**src/rtl/imem_pkg.sv**
```systemverilog
// Shared definitions for the instruction-memory fetch block:
// the default NOP word, the response record and the fetch-address error check.
package imem_pkg;

  localparam int          IMEM_DATA_W  = 32;
  localparam logic [31:0] IMEM_NOP_INS = 32'h0;

  // Response record carried from the read stage through the skid buffer.
  typedef struct packed {
    logic [IMEM_DATA_W-1:0] ins;
    logic [31:0]            pc;
    logic                   err;
  } imem_rsp_t;

  // A fetch address is bad when misaligned (byte addressing only), when any
  // PC bit above the word index is set, or when the index is past the array.
  function automatic logic imem_addr_err(input logic [31:0] pc,
                                         input logic [31:0] aw,
                                         input logic [31:0] depth,
                                         input logic        byte_addr);
    logic [31:0] word;
    logic [31:0] idx_mask;
    logic        misalign;
    logic        upper;
    logic        oor;
    word     = byte_addr ? (pc >> 2) : pc;
    idx_mask = (32'd1 << aw) - 32'd1;
    misalign = byte_addr && (pc[1:0] != 2'b00);
    upper    = (word >> aw) != 32'd0;
    oor      = (word & idx_mask) >= depth;
    return misalign | upper | oor;
  endfunction

endpackage

```
**src/rtl/imem_rsp_fifo.sv**
```systemverilog
// Two-entry response skid buffer with fall-through: when empty, a pushed entry
// is presented on the output in the same cycle. Flush empties it at the edge.
module imem_rsp_fifo
  import imem_pkg::*;
#(
  parameter type rsp_t = imem_rsp_t
) (
  input  logic       clk,
  input  logic       rst_n,
  input  logic       i_flush,
  input  logic       i_push,
  input  rsp_t       i_push_data,
  input  logic       i_pop,
  output logic       o_valid,
  output rsp_t       o_data,
  output logic [1:0] o_count
);

  rsp_t       r_mem [2];
  logic       r_wr_ptr;
  logic       r_rd_ptr;
  logic [1:0] r_count;

  logic w_empty;
  logic w_pop;
  logic w_bypass;
  logic w_wr;
  logic w_rd;

  assign w_empty  = (r_count == 2'd0);
  assign o_valid  = !w_empty || i_push;
  assign o_data   = w_empty ? i_push_data : r_mem[r_rd_ptr];
  assign w_pop    = o_valid && i_pop;
  // An entry pushed into an empty buffer and consumed at once is never stored.
  assign w_bypass = w_empty && i_push && i_pop;
  // A full buffer may still take a push when its head leaves in the same cycle.
  assign w_wr     = i_push && !w_bypass && ((r_count != 2'd2) || w_pop);
  assign w_rd     = w_pop && !w_empty;
  assign o_count  = r_count;

  // Pointer and occupancy bookkeeping; flush discards everything held.
  always_ff @(posedge clk or negedge rst_n) begin
    if (!rst_n) begin
      r_wr_ptr <= 1'b0;
      r_rd_ptr <= 1'b0;
      r_count  <= 2'd0;
    end else if (i_flush) begin
      r_wr_ptr <= 1'b0;
      r_rd_ptr <= 1'b0;
      r_count  <= 2'd0;
    end else begin
      if (w_wr) r_wr_ptr <= !r_wr_ptr;
      if (w_rd) r_rd_ptr <= !r_rd_ptr;
      r_count <= r_count + {1'b0, w_wr} - {1'b0, w_rd};
    end
  end

  // Entry storage; payload needs no reset since occupancy qualifies it.
  always_ff @(posedge clk) begin
    if (w_wr && !i_flush) r_mem[r_wr_ptr] <= i_push_data;
  end

endmodule

```
**src/rtl/imem_fetch.sv**
```systemverilog
// Synchronous instruction memory with request/response handshake, registered
// read (1-cycle latency), 2-entry response skid buffer and flush.
// Optional build macro IMEM_PERF_EN adds perf_fetch_cnt / perf_stall_cnt.
module imem_fetch
  import imem_pkg::*;
#(
  parameter int                DATA_W    = 32,
  parameter int                DEPTH     = 16,
  parameter int                BYTE_ADDR = 1,
  parameter logic [DATA_W-1:0] NOP_INS   = DATA_W'(IMEM_NOP_INS),
  parameter string             INIT_FILE = "",
  localparam int               AW        = (DEPTH > 1) ? $clog2(DEPTH) : 1
) (
  input  logic              clk,
  input  logic              rst_n,
  input  logic              req_valid,
  output logic              req_ready,
  input  logic [31:0]       req_pc,
  input  logic              flush,
  output logic              rsp_valid,
  input  logic              rsp_ready,
  output logic [DATA_W-1:0] rsp_ins,
  output logic [31:0]       rsp_pc,
  output logic              rsp_err,
  input  logic              prog_we,
  input  logic [AW-1:0]     prog_addr,
  input  logic [DATA_W-1:0] prog_data
`ifdef IMEM_PERF_EN
  ,
  output logic [31:0]       perf_fetch_cnt,
  output logic [31:0]       perf_stall_cnt
`endif
);

  typedef struct packed {
    logic [DATA_W-1:0] ins;
    logic [31:0]       pc;
    logic              err;
  } rsp_t;

  logic [DATA_W-1:0] r_mem [DEPTH];
  logic              r_inf_vld;
  rsp_t              r_inf;

  logic [AW-1:0] w_idx;
  logic          w_err;
  logic          w_acc;
  logic          w_prog_ok;
  logic [1:0]    w_count;
  logic [1:0]    w_occ;
  rsp_t          w_head;

  if (BYTE_ADDR != 0) begin : g_byte_idx
    assign w_idx = req_pc[AW+1:2];
  end else begin : g_word_idx
    assign w_idx = req_pc[AW-1:0];
  end

  // Power-of-two arrays cover every program index; others must bound it.
  if (DEPTH == (1 << AW)) begin : g_prog_full
    assign w_prog_ok = 1'b1;
  end else begin : g_prog_bound
    assign w_prog_ok = ({{(32-AW){1'b0}}, prog_addr} < 32'(DEPTH));
  end

  assign w_err = imem_addr_err(req_pc, 32'(AW), 32'(DEPTH), BYTE_ADDR != 0);
  // Occupancy counts buffered entries plus the one in the read stage, so the
  // accept decision never depends on rsp_ready in the same cycle.
  assign w_occ     = w_count + {1'b0, r_inf_vld};
  assign req_ready = !flush && (w_occ < 2'd2);
  assign w_acc     = req_valid && req_ready;

  // Loader write port; a read of the same index this cycle sees the old word.
  always_ff @(posedge clk) begin
    if (prog_we && w_prog_ok) r_mem[prog_addr] <= prog_data;
  end

  // Read stage: registered array read, error entries skip the array.
  always_ff @(posedge clk or negedge rst_n) begin
    if (!rst_n) begin
      r_inf_vld <= 1'b0;
      r_inf     <= '{ins: NOP_INS, pc: 32'h0, err: 1'b0};
    end else begin
      r_inf_vld <= w_acc;
      if (w_acc) r_inf <= '{ins: (w_err ? NOP_INS : r_mem[w_idx]), pc: req_pc, err: w_err};
    end
  end

  imem_rsp_fifo #(
    .rsp_t(rsp_t)
  ) u_rsp_fifo (
    .clk        (clk),
    .rst_n      (rst_n),
    .i_flush    (flush),
    .i_push     (r_inf_vld),
    .i_push_data(r_inf),
    .i_pop      (rsp_ready),
    .o_valid    (rsp_valid),
    .o_data     (w_head),
    .o_count    (w_count)
  );

  assign rsp_ins = w_head.ins;
  assign rsp_pc  = w_head.pc;
  assign rsp_err = w_head.err;

`ifdef IMEM_PERF_EN
  logic [31:0] r_perf_fetch;
  logic [31:0] r_perf_stall;

  // Free-running event counters; flush does not touch them.
  always_ff @(posedge clk or negedge rst_n) begin
    if (!rst_n) begin
      r_perf_fetch <= 32'h0;
      r_perf_stall <= 32'h0;
    end else begin
      if (rsp_valid && rsp_ready) r_perf_fetch <= r_perf_fetch + 32'd1;
      if (req_valid && !req_ready) r_perf_stall <= r_perf_stall + 32'd1;
    end
  end

  assign perf_fetch_cnt = r_perf_fetch;
  assign perf_stall_cnt = r_perf_stall;
`endif

endmodule
```
**config.mk**
```make
export PLATFORM = sky130hd
export DESIGN_NAME = imem_fetch
export DESIGN_NICKNAME = d
export VERILOG_FILES = /design/src/rtl/imem_pkg.sv /design/src/rtl/imem_rsp_fifo.sv /design/src/rtl/imem_fetch.sv
export SDC_FILE = /design/constraint.sdc
export NUM_CORES = 1
export LEC_CHECK = 0
export BUFFER_PORTS_ARGS = -buffer_cell sky130_fd_sc_hd__buf_2
export CAP_MARGIN = 10
export CORE_MARGIN = 8
export CORE_UTILIZATION = 38
export DETAILED_ROUTE_END_ITERATION = 8
export GPL_TIMING_DRIVEN = 0
export HOLD_SLACK_MARGIN = 0.03
export PLACE_DENSITY = 0.57
export SETUP_SLACK_MARGIN = 0.02
export SYNTH_ARGS = -nofsm -noshare
export SYNTH_HDL_FRONTEND = slang
export SYNTH_HIERARCHICAL = 1
export SYNTH_SLANG_ARGS = --single-unit
export TNS_END_PERCENT = 10
```
**constraint.sdc**
```tcl
create_clock -name clk -period 7.3 [get_ports clk]
set_input_delay 0.73 -clock clk [delete_from_list [all_inputs] [get_ports clk]]
set_output_delay 0.73 -clock clk [all_outputs]
set_load 0.01 [all_outputs]
```
==> results of run 1 <==
worst paths after layout:
kind / end / depth (start not counted) / start / slack, ns
worst max-delay path: rsp_ins[12] / 6 / u_rsp_fifo/o_count[0]$_DFF_PN0_ / 4.28
worst min-delay path: r_inf[61]$_DFFE_PN0P_ / 1 / rst_n / 0.05
worst max register to register: r_inf[39]$_DFFE_PN0P_ / 6 / u_rsp_fifo/o_count[0]$_DFF_PN0_ / 4.76
worst min register to register: u_rsp_fifo/r_mem[0][3]$_DFFE_PP_ / 0 / r_inf[3]$_DFFE_PN0P_ / 0.49
max in group asynchronous: r_inf[62]$_DFFE_PN0P_ / 2 / rst_n / 6.58
min in group clk: r_inf[26]$_DFFE_PN0P_ / 2 / req_pc[25] / 0.39
power by group:
group / leakage (nW) / total (W) / switching (W) / internal (W)
combinational: 3.35 / 0.00169 / 0.00104 / 0.000654
sequential: 6.66 / 0.00475 / 0.0000963 / 0.00466
clock: 1.14 / 0.00365 / 0.00153 / 0.00212
layout make-up:
| cell class | count | area, um^2 | area share (%) |
|---|---|---|---|
| antenna | 3 | 7.507 | 0.02308 |
| buffer | 89 | 530.5 | 1.631 |
| tap | 950 | 1189 | 3.654 |
| inverter | 4 | 15.01 | 0.04616 |
| clock buffer | 98 | 2004 | 6.162 |
| timing repair buffer | 180 | 1316 | 4.046 |
| multi-input combinational | 677 | 6103 | 18.76 |
| clock inverter | 36 | 334.1 | 1.027 |
| sequential | 712 | 21030 | 64.65 |
state kept, by name, indices dropped and copies added, names as in the netlist:
name and count:
u_rsp_fifo/r_wr_ptr 1, u_rsp_fifo/r_rd_ptr 1, r_inf 65, r_inf_vld 1, u_rsp_fifo/r_mem 130, u_rsp_fifo/o_count 2
r_mem 512
routing by layer:
layer | routed length, um | GRT usage (%) | up-vias
li1 | - | - | 6451
met5 | 44 | 0 | -
met2 | 31940 | 25.99 | 467
met1 | 31280 | 23.79 | 7482
met4 | 1330 | 3.944 | 8
met3 | 5069 | 4.152 | 109
cell usage after synthesis, types with 27 or more instances:
master	instances	area share, %
nor2_1	81	1.1
buf_2	34	0.62
mux2i_1	190	6.9
nand2_1	35	0.48
o22ai_1	31	0.70
dfrtp_1	70	6.4
edfxtp_1	642	70
a21oi_1	72	1.3
mux2_2	32	1.3
a22oi_1	62	1.7
mux4_2	66	5.4
clkbuf_1	27	0.37
o31ai_1	32	0.87
cells by family after synthesis:
family | after synthesis
AO/OA/AOI/OAI | 229
XOR/XNOR | 4
adder cells (fa/ha/maj) | 2
buffers and inverters | 93
flip-flops | 712
multiplexers | 288
AND/OR/NAND/NOR | 154
worst register-to-register path, stage by stage, from the launching register on:
cell      delay (ns)
dfrtp_1         0.48
a21o_1          0.18
a211o_1         0.20
clkbuf_1        0.68
clkbuf_1        0.68
nand2_1         0.15
o31ai_1         0.10
per-stage QoR:
stage | setup slack (ns) | power, W | setup TNS, ns | hold slack [ns] | cell area, um^2
finish | 4.283 | 0.01009 | 0 | 0.05333 | 32530
global route | 4.144 | 0.01049 | 0 | 0.03544 | 32520
CTS | 4.207 | 0.01021 | 0 | 0.03145 | 32520
detailed placement | 4.186 | 0.006569 | 0 | 0.4762 | 30180
global placement | -2.769 | 0.006524 | -315.86 | 0.4675 | 29430
floorplan | 0.8337 | 0.005801 | 0 | 0.4344 | 27560
==> results.sh, run 1 <==
export IMPL_num_rows=98
export IMPL_slew_viol_final=0
export IMPL_place_congestion=0.7633
export IMPL_synth_mux_area_share_pct=13.60
export IMPL_first_global_vias=15010
export IMPL_synth_seq_area_share_pct=76.31
export IMPL_holdCritPathClass="in -> async"
export IMPL_setup_worst_path_class="reg -> out"
export IMPL_cp_end_kind="primary output"
export IMPL_grt_pass1_wl_um=101500
export IMPL_grt_overflow_total=0
export IMPL_rsz0062_at_grt="false"
export IMPL_drive_above_1_share_pct=25.50
export IMPL_synthXorXnorAreaFrac_pct=0.1271
export IMPL_period_needed_ns=3.017
export IMPL_via_per_inst=5.281
export IMPL_clk_latency_ns=0.62
export IMPL_max_stage_delay_ns=0.47
export IMPL_start_util_pct=38.49
export IMPL_area_growth_pct=18.04
export IMPL_ctsHoldBuffers=0
export IMPL_synthAdderAreaFrac_pct=0.09080
export IMPL_yosysUniqueCellTypes=44
export IMPL_synth_flop_cell="edfxtp_1"
export IMPL_syn_area_per_cell_um2=18.60
export IMPL_fin_cells=2749
export IMPL_critPathBufInv=4
export IMPL_cellPowerDensity_nw_per_um2=310.2
export IMPL_worst_ep_required_time_ns=6.57
export IMPL_slowest_stage="dfrtp_1"
export IMPL_dieArea_um2=81400
export IMPL_die_y_um=285.3
export IMPL_antenna_found_initial=8
export IMPL_synth_top_family_by_area="multiplexers"
export IMPL_drc=0
export IMPL_final_cell_mix="edfxtp_1, mux2i_1, buf_2"
export IMPL_synth_compound_area_share_pct=5.430
export IMPL_wl_um=69660
export IMPL_fillers=6151
export IMPL_ys_async_sr_fraction_pct=9.831
export IMPL_dp_hpwl_um=45920
export IMPL_yosys_area_share_simple_pct=2.461
export IMPL_fp_coreArea_um2=71610
export IMPL_io_pins=141
export IMPL_synth_fp_nets=1558
export IMPL_crit_chain="or2_1 -> buf_2 -> buf_6 -> buf_6 -> a21oi_1 -> buf_2"
export IMPL_grt_use_total_pct=16.77
export IMPL_cts_tree="yes"
export IMPL_synth_edff_count=642
export IMPL_cts_root_buffer="clkbuf_16"
export IMPL_min_period_over_period_pct=41.33
export IMPL_grt_start_max_net_pins=54
export IMPL_cts_resized=0
export IMPL_clock_sinks=712
export IMPL_maxCapViolCount=0
export IMPL_fmax_mhz=331.4
export IMPL_status="finished clean"
export IMPL_avgRoutedWirePerCell_um=25.34
export IMPL_finalSetupViolCount=0
export IMPL_first_iter_violations=1277
export IMPL_arrival_ns=2.29
export IMPL_fin_nets=1814
export IMPL_cts_setup_buffers=0
export IMPL_skew_ns=0.02743
export IMPL_cp_max_fo=10
export IMPL_vias=14520
export IMPL_vdd_drop_max_uv=164.2
export IMPL_portBuffers=137
export IMPL_clk_pin_slew_ns=0.06
export IMPL_tightest_slew_ns=1.044
export IMPL_dp_cells=2612
export IMPL_yosys_warnings=6
export IMPL_yosys_register_bits=712
export IMPL_die_width_um=285.3
export IMPL_hold_viol=0
export IMPL_cp_top_family="buffers and inverters"
export IMPL_final_antenna_net_count=0
export IMPL_first_pass_iters=5
export IMPL_final_core_util_pct=45.43
export IMPL_final_common_cell="edfxtp_1"
export IMPL_p_leak_nw=11.15
export IMPL_cp_start_kind="register"
export IMPL_numCtsBuffers=74
export IMPL_syn_inst=1482
export IMPL_syn_area_um2=27560
export IMPL_htree_num_levels=3
export IMPL_slew_headroom_pct=30.41
export IMPL_cts_buffer_depth=3
Power figures use the tool's default switching activity.
==> run 2: changes to the inputs <==
--- a/config.mk
+++ b/config.mk
@@ -5,6 +5,7 @@
 export SDC_FILE = /design/constraint.sdc
 export NUM_CORES = 1
 export LEC_CHECK = 0
+export ABC_AREA = 1
 export BUFFER_PORTS_ARGS = -buffer_cell sky130_fd_sc_hd__buf_2
 export CAP_MARGIN = 10
 export CORE_MARGIN = 8
@@ -12,7 +13,7 @@
 export DETAILED_ROUTE_END_ITERATION = 8
 export GPL_TIMING_DRIVEN = 0
 export HOLD_SLACK_MARGIN = 0.03
-export PLACE_DENSITY = 0.57
+export PLACE_DENSITY = 0.59
 export SETUP_SLACK_MARGIN = 0.02
 export SYNTH_ARGS = -nofsm -noshare
 export SYNTH_HDL_FRONTEND = slang
==> constraint.sdc (replaced) <==
create_clock -name clk -period 2.7 [get_ports clk]
set_input_delay 0.27 -clock clk [delete_from_list [all_inputs] [get_ports clk]]
set_output_delay 0.27 -clock clk [all_outputs]
set_load 0.01 [all_outputs]
==> run 2 against run 1 <==
Compared with the run above: die area increased by 3.2%; setup slack got worse by 4.0 ns; critical path depth did not move; non-clock buffer count increased by 90; utilization increased by 0.24 points; synthesized cell count grew 60%; area after synthesis up 3.4%; via count is 33% higher; clock-buffer cell count shrank 9; clock power increased to 2.8 times the previous value; combinational power increased by 130%; critical path type unchanged.
==> results.sh, run 2 <==
export IMPL_status="finished clean"
export IMPL_yosysUniqueCellTypes=22
export IMPL_ys_async_sr_fraction_pct=9.831
export IMPL_setup_worst_path_class="reg -> out"
export IMPL_synth_fp_nets=2440
export IMPL_numCtsBuffers=72
export IMPL_portBuffers=138
export IMPL_hold_viol=0
export IMPL_cp_top_family="buffers and inverters"
export IMPL_cellPowerDensity_nw_per_um2=794.0
export IMPL_worst_ep_required_time_ns=2.43
export IMPL_p_leak_nw=12.85
export IMPL_cts_root_buffer="clkbuf_16"
export IMPL_p_total_w=0.02695
export IMPL_skew_ns=0.02198
export IMPL_fmax_mhz=408.8
export IMPL_dieArea_um2=83980
export IMPL_netlist_top_cells_area="edfxtp_1, nand2_1, nand3_1, dfrtp_1, a31oi_1"
export IMPL_synth_seq_area_share_pct=73.82
export IMPL_holdCritPathClass="in -> reg"
export IMPL_io_pins=141
export IMPL_fin_ws_ns=0.2541
export IMPL_met2_usage_pct=31.02
export IMPL_place_congestion=0.8240
export IMPL_htree_num_levels=3
export IMPL_cts_resized=0
export IMPL_yosys_warnings=6
export IMPL_max_stage_delay_ns=0.41
export IMPL_period_needed_ns=2.446
export IMPL_yosys_register_bits=712
export IMPL_critPathBufInv=4
export IMPL_final_common_cell="nand2_1"
export IMPL_rsz0062_at_grt="false"
export IMPL_avgRoutedWirePerCell_um=22.50
export IMPL_pre_cts_slack_ns=0.4275
export IMPL_yosysMostFrequentCell="nand2_1"
export IMPL_via_per_inst=5.263
export IMPL_syn_area_um2=28490
export IMPL_reg_top3="r_mem: 512 flops, u_rsp_fifo/r_mem: 130 flops, r_inf: 65 flops"
export IMPL_holdWs_ns=0.04434
export IMPL_synth_edff_count=642
export IMPL_slew_viol_final=0
export IMPL_synth_flop_cell="edfxtp_1"
export IMPL_grt_use_total_pct=19.05
export IMPL_drc=0
export IMPL_cp_start_kind="register"
export IMPL_num_rows=100
export IMPL_start_util_pct=38.33
export IMPL_finalSetupViolCount=0
export IMPL_grt_start_max_net_pins=52
export IMPL_first_global_vias=19050
export IMPL_fin_nets=2726
export IMPL_dp_hpwl_um=54390
export IMPL_final_antenna_net_count=0
export IMPL_crit_top_cell="buf_2"
export IMPL_wl_um=82780
export IMPL_grt_util_met1_pct=25.77
export IMPL_area_growth_pct=19.14
export IMPL_die_width_um=289.8
export IMPL_syn_area_per_cell_um2=12.05
export IMPL_cts_buffer_depth=3
export IMPL_cp_end_kind="primary output"
export IMPL_r2r_slack_ns=0.44
export IMPL_drive_above_1_share_pct=15.04
export IMPL_largest_register_ffs=512
export IMPL_fp_coreArea_um2=74320
export IMPL_min_period_over_period_pct=90.59
export IMPL_clk_pin_slew_ns=0.06
export IMPL_clk_latency_ns=0.62
export IMPL_globalRouteMet3Util_pct=4.039
export IMPL_antenna_found_initial=4
export IMPL_slowest_stage="dfrtp_1"
export IMPL_final_cell_mix="nand2_1, edfxtp_1, nand3_1"
export IMPL_first_iter_violations=2235
export IMPL_vias=19360
export IMPL_cts_tree="yes"
export IMPL_top_register="r_mem"
export IMPL_syn_inst=2364
export IMPL_arrival_ns=2.18
export IMPL_synthTopCellsByCount="nand2_1, edfxtp_1, nand3_1, nor2_1, dfrtp_1"
export IMPL_grt_overflow_total=0
export IMPL_cp_max_fo=10
export IMPL_clock_sinks=712
export IMPL_vdd_drop_max_uv=685.9
export IMPL_die_y_um=289.8
export IMPL_synth_top_cell_area_share_pct=67.67
export IMPL_final_core_util_pct=45.67
export IMPL_grt_pass1_wl_um=122000
export IMPL_crit_chain="inv_2 -> buf_4 -> buf_2 -> nand2_1 -> a31oi_1 -> buf_2"
export IMPL_slew_headroom_pct=33.16
export IMPL_tightest_slew_ns=1.000
export IMPL_maxCapViolCount=0
export IMPL_yosysTopAreaCell="edfxtp_1"
export IMPL_tns_ns=0
export IMPL_grt_busiest_layer="met2"
export IMPL_first_pass_iters=6
## run 2: metal layers
| metal | vias up | wire length (um) |
|---|---|---|
| met2 | 894 | 38610 |
| met3 | 152 | 7629 |
| met4 | 4 | 1968 |
| met1 | 9434 | 34550 |
| li1 | 8880 | - |
| met5 | - | 27 |
## run 2: worst paths after layout
kind / start / end / depth (start not counted)
worst max-delay path: u_rsp_fifo/r_rd_ptr$_DFFE_PN0P_ / rsp_pc[31] / 6
worst min-delay path: prog_data[21] / r_mem[6][21]$_DFFE_PP_ / 1
worst max register to register: u_rsp_fifo/o_count[1]$_DFF_PN0_ / u_rsp_fifo/r_mem[1][50]$_DFFE_PP_ / 8
worst min register to register: r_inf[7]$_DFFE_PN0P_ / u_rsp_fifo/r_mem[1][7]$_DFFE_PP_ / 0
max in group asynchronous: rst_n / r_inf[50]$_DFFE_PN0P_ / 3
min in group asynchronous: rst_n / r_inf[28]$_DFFE_PN0P_ / 2
## run 2: where the power goes
part           internal, W  leakage [nW]  switching, W
Sequential          0.0126          6.80      0.000285
Combinational      0.00131          4.89       0.00266
Clock              0.00596          1.16       0.00415
Total               0.0199          12.9       0.00710
## run 2: kinds of logic after synthesis
family                     after synthesis  synth area share, %
DFF                                    712                73.82
buffers and inverters                  171                3.742
and+or+nand+nor                       1402                20.70
AOI/OAI and AO/OA                       76                1.621
adders and majority gates                2              0.08783
xor gates and xnor gates                 1              0.03075
## run 2: cell type report
cell class              instances  area [um^2]
inverters                      24        97.59
clock buffers                  89         1938
repair buffers                212         1732
clock inverters                42        432.9
diodes                          3        7.507
well taps                     969         1212
plain buffers                 147        970.9
fillers                      6754        40380
flip-flops and latches        712        21030
multi-input cells            1481         6519
## run 2: metrics by stage
stage	instance area (um^2)	cells
floorplan	28490	2364
global placement	30400	3471
detailed placement	31020	3491
CTS	33930	3676
global route	33930	3676
finish	33940	3679
## run 2: timing repair
item / 4_1_cts / 5_1_grt
setup buffers: 0 / 0
hold endpoints to repair: 433 / 0
hold buffers: 54 / 0
==> run 3: changes to the inputs <==
--- a/config.mk
+++ b/config.mk
@@ -6,14 +6,14 @@
 export NUM_CORES = 1
 export LEC_CHECK = 0
 export ABC_AREA = 1
-export BUFFER_PORTS_ARGS = -buffer_cell sky130_fd_sc_hd__buf_2
 export CAP_MARGIN = 10
 export CORE_MARGIN = 8
 export CORE_UTILIZATION = 38
 export DETAILED_ROUTE_END_ITERATION = 8
+export DONT_BUFFER_PORTS = 1
 export GPL_TIMING_DRIVEN = 0
 export HOLD_SLACK_MARGIN = 0.03
-export PLACE_DENSITY = 0.59
+export PLACE_DENSITY = 0.57
 export SETUP_SLACK_MARGIN = 0.02
 export SYNTH_ARGS = -nofsm -noshare
 export SYNTH_HDL_FRONTEND = slang
==> run 3 against run 2 <==
Compared with the run above: global-route usage grew 0.14 points; power down 2.0%; die area unchanged; clock skew down 0.0023 ns; critical path type unchanged; design area fell by 2.0%; utilization down 0.89 points; worst hold slack improved by 0.024 ns; highest routed layer unchanged; via count fell by 2.5%; combinational power down 11%; register-to-register slack better by 0.21 ns; clock power hardly changed.
==> results.sh, run 3 (synthesized netlist as in run 2, its figures left out) <==
export IMPL_largest_register_ffs=512
export IMPL_dp_hpwl_um=54170
export IMPL_final_antenna_net_count=0
export IMPL_drive_above_1_share_pct=10.42
export IMPL_tightest_slew_ns=0.8982
export IMPL_max_stage_delay_ns=0.52
export IMPL_post_dp_cell_area_um2=30260
export IMPL_tns_ns=0
export IMPL_grt_pass1_wl_um=121700
export IMPL_cp_max_fo=10
export IMPL_hold_viol=0
export IMPL_numCtsBuffers=74
export IMPL_skew_ns=0.01969
export IMPL_fin_ws_ns=0.2475
export IMPL_pre_cts_slack_ns=0.6305
export IMPL_cts_tree="yes"
export IMPL_dieArea_um2=83980
export IMPL_final_cell_mix="nand2_1, edfxtp_1, nand3_1"
export IMPL_die_y_um=289.8
export IMPL_holdCritPathClass="in -> reg"
export IMPL_fmax_mhz=407.8
export IMPL_area_growth_pct=16.81
export IMPL_clk_latency_ns=0.62
export IMPL_status="finished clean"
export IMPL_arrival_ns=2.18
export IMPL_final_common_cell="nand2_1"
export IMPL_cts_root_buffer="clkbuf_16"
export IMPL_cts_resized=0
export IMPL_finalSetupViolCount=0
export IMPL_slowest_stage="a31oi_1"
export IMPL_die_width_um=289.8
export IMPL_cp_end_kind="primary output"
export IMPL_crit_chain="inv_2 -> buf_4 -> buf_2 -> nand2_1 -> a31oi_1"
export IMPL_slew_headroom_pct=40.12
export IMPL_period_needed_ns=2.452
export IMPL_place_congestion=0.8020
export IMPL_reg_top3="r_mem: 512 flops, u_rsp_fifo/r_mem: 130 flops, r_inf: 65 flops"
export IMPL_io_pins=141
export IMPL_cts_setup_buffers=0
export IMPL_fp_coreArea_um2=74320
export IMPL_cellPowerDensity_nw_per_um2=793.3
export IMPL_avgRoutedWirePerCell_um=23.31
export IMPL_num_rows=100
export IMPL_p_leak_nw=12.27
export IMPL_vdd_drop_max_uv=547.5
export IMPL_cp_start_kind="register"
export IMPL_wl_um=82790
export IMPL_via_per_inst=5.318
export IMPL_top_register="r_mem"
export IMPL_first_iter_violations=1774
export IMPL_final_area_um2=33280
export IMPL_worst_ep_required_time_ns=2.43
export IMPL_vias=18890
export IMPL_portBuffers=0
export IMPL_grt_start_max_net_pins=71
export IMPL_slew_viol_final=0
export IMPL_first_global_vias=18400
export IMPL_drc=0
export IMPL_start_util_pct=38.33
export IMPL_first_pass_iters=5
export IMPL_grt_overflow_total=0
export IMPL_min_period_over_period_pct=90.83
export IMPL_final_core_util_pct=44.77
export IMPL_antenna_found_initial=5
export IMPL_clock_sinks=712
export IMPL_fin_cells=3552
export IMPL_setup_worst_path_class="reg -> out"
export IMPL_clk_pin_slew_ns=0.07
export IMPL_rsz0062_at_grt="false"
export IMPL_dp_cells=3352
export IMPL_maxCapViolCount=0
export IMPL_grt_use_total_pct=19.19
export IMPL_fin_nets=2599
export IMPL_cts_buffer_depth=3
export IMPL_htree_num_levels=3
run 3: power by group:
group,internal (W),switching [W]
sequential,0.0126,0.000283
combinational,0.000951,0.00257
clock,0.00580,0.00421
total,0.0193,0.00706
run 3: final cells by class:
| cell class | count | area, um^2 |
|---|---|---|
| multi-input cells | 1481 | 6519 |
| repair buffers | 83 | 1091 |
| clock inverters | 35 | 354.1 |
| well taps | 969 | 1212 |
| plain buffers | 147 | 970.9 |
| flip-flops and latches | 712 | 21030 |
| clock buffers | 99 | 1997 |
| diodes | 2 | 5.005 |
| inverters | 24 | 97.59 |
| fillers | 6741 | 41040 |
run 3: worst paths after layout:
check,startpoint,to,slack (ns),cells past startpoint
hold reg to reg,r_inf[23]$_DFFE_PN0P_,u_rsp_fifo/r_mem[1][23]$_DFFE_PP_,0.49,0
setup / recovery,u_rsp_fifo/r_rd_ptr$_DFFE_PN0P_,rsp_ins[12],0.25,5
hold / removal,req_valid,r_inf[34]$_DFFE_PN0P_,0.07,4
setup reg to reg,u_rsp_fifo/o_count[1]$_DFF_PN0_,u_rsp_fifo/r_mem[1][50]$_DFFE_PP_,0.65,7
max in group asynchronous,rst_n,r_inf[52]$_DFFE_PN0P_,2.15,2
min in group asynchronous,rst_n,u_rsp_fifo/o_count[0]$_DFF_PN0_,0.21,2
run 3: metrics by stage:
step	hold WS (ns)	power [W]
3_3_place_gp	-0.02123	0.01633
5_1_grt	0.07157	0.02735
4_1_cts	0.03393	0.02661
6_report	0.06836	0.02640
2_1_floorplan	-0.02559	0.01521
3_5_place_dp	-0.02060	0.01646
run 3: what timing repair did:
action	in CTS	in global routing
endpoints found under the setup margin	0	0
hold buffers	64	0
hold endpoints to repair	614	0
run 3: layer usage:
layer / routed length, um / up-vias / track usage, %
li1: - / 8639 / -
met1: 34160 / 9261 / 25.19
met2: 39050 / 816 / 31.42
met3: 7016 / 165 / 4.536
met4: 2510 / 8 / 6.031
met5: 50 / - / 0
run 3: worst max-delay path, delay by kind of cell (launching register included):
kind | cells | cell delay (ns)
AO/OA/AOI/OAI | 1 | 0.52
buffers and inverters | 3 | 0.54
flip-flops | 1 | 0.41
AND/OR/NAND/NOR | 1 | 0.09
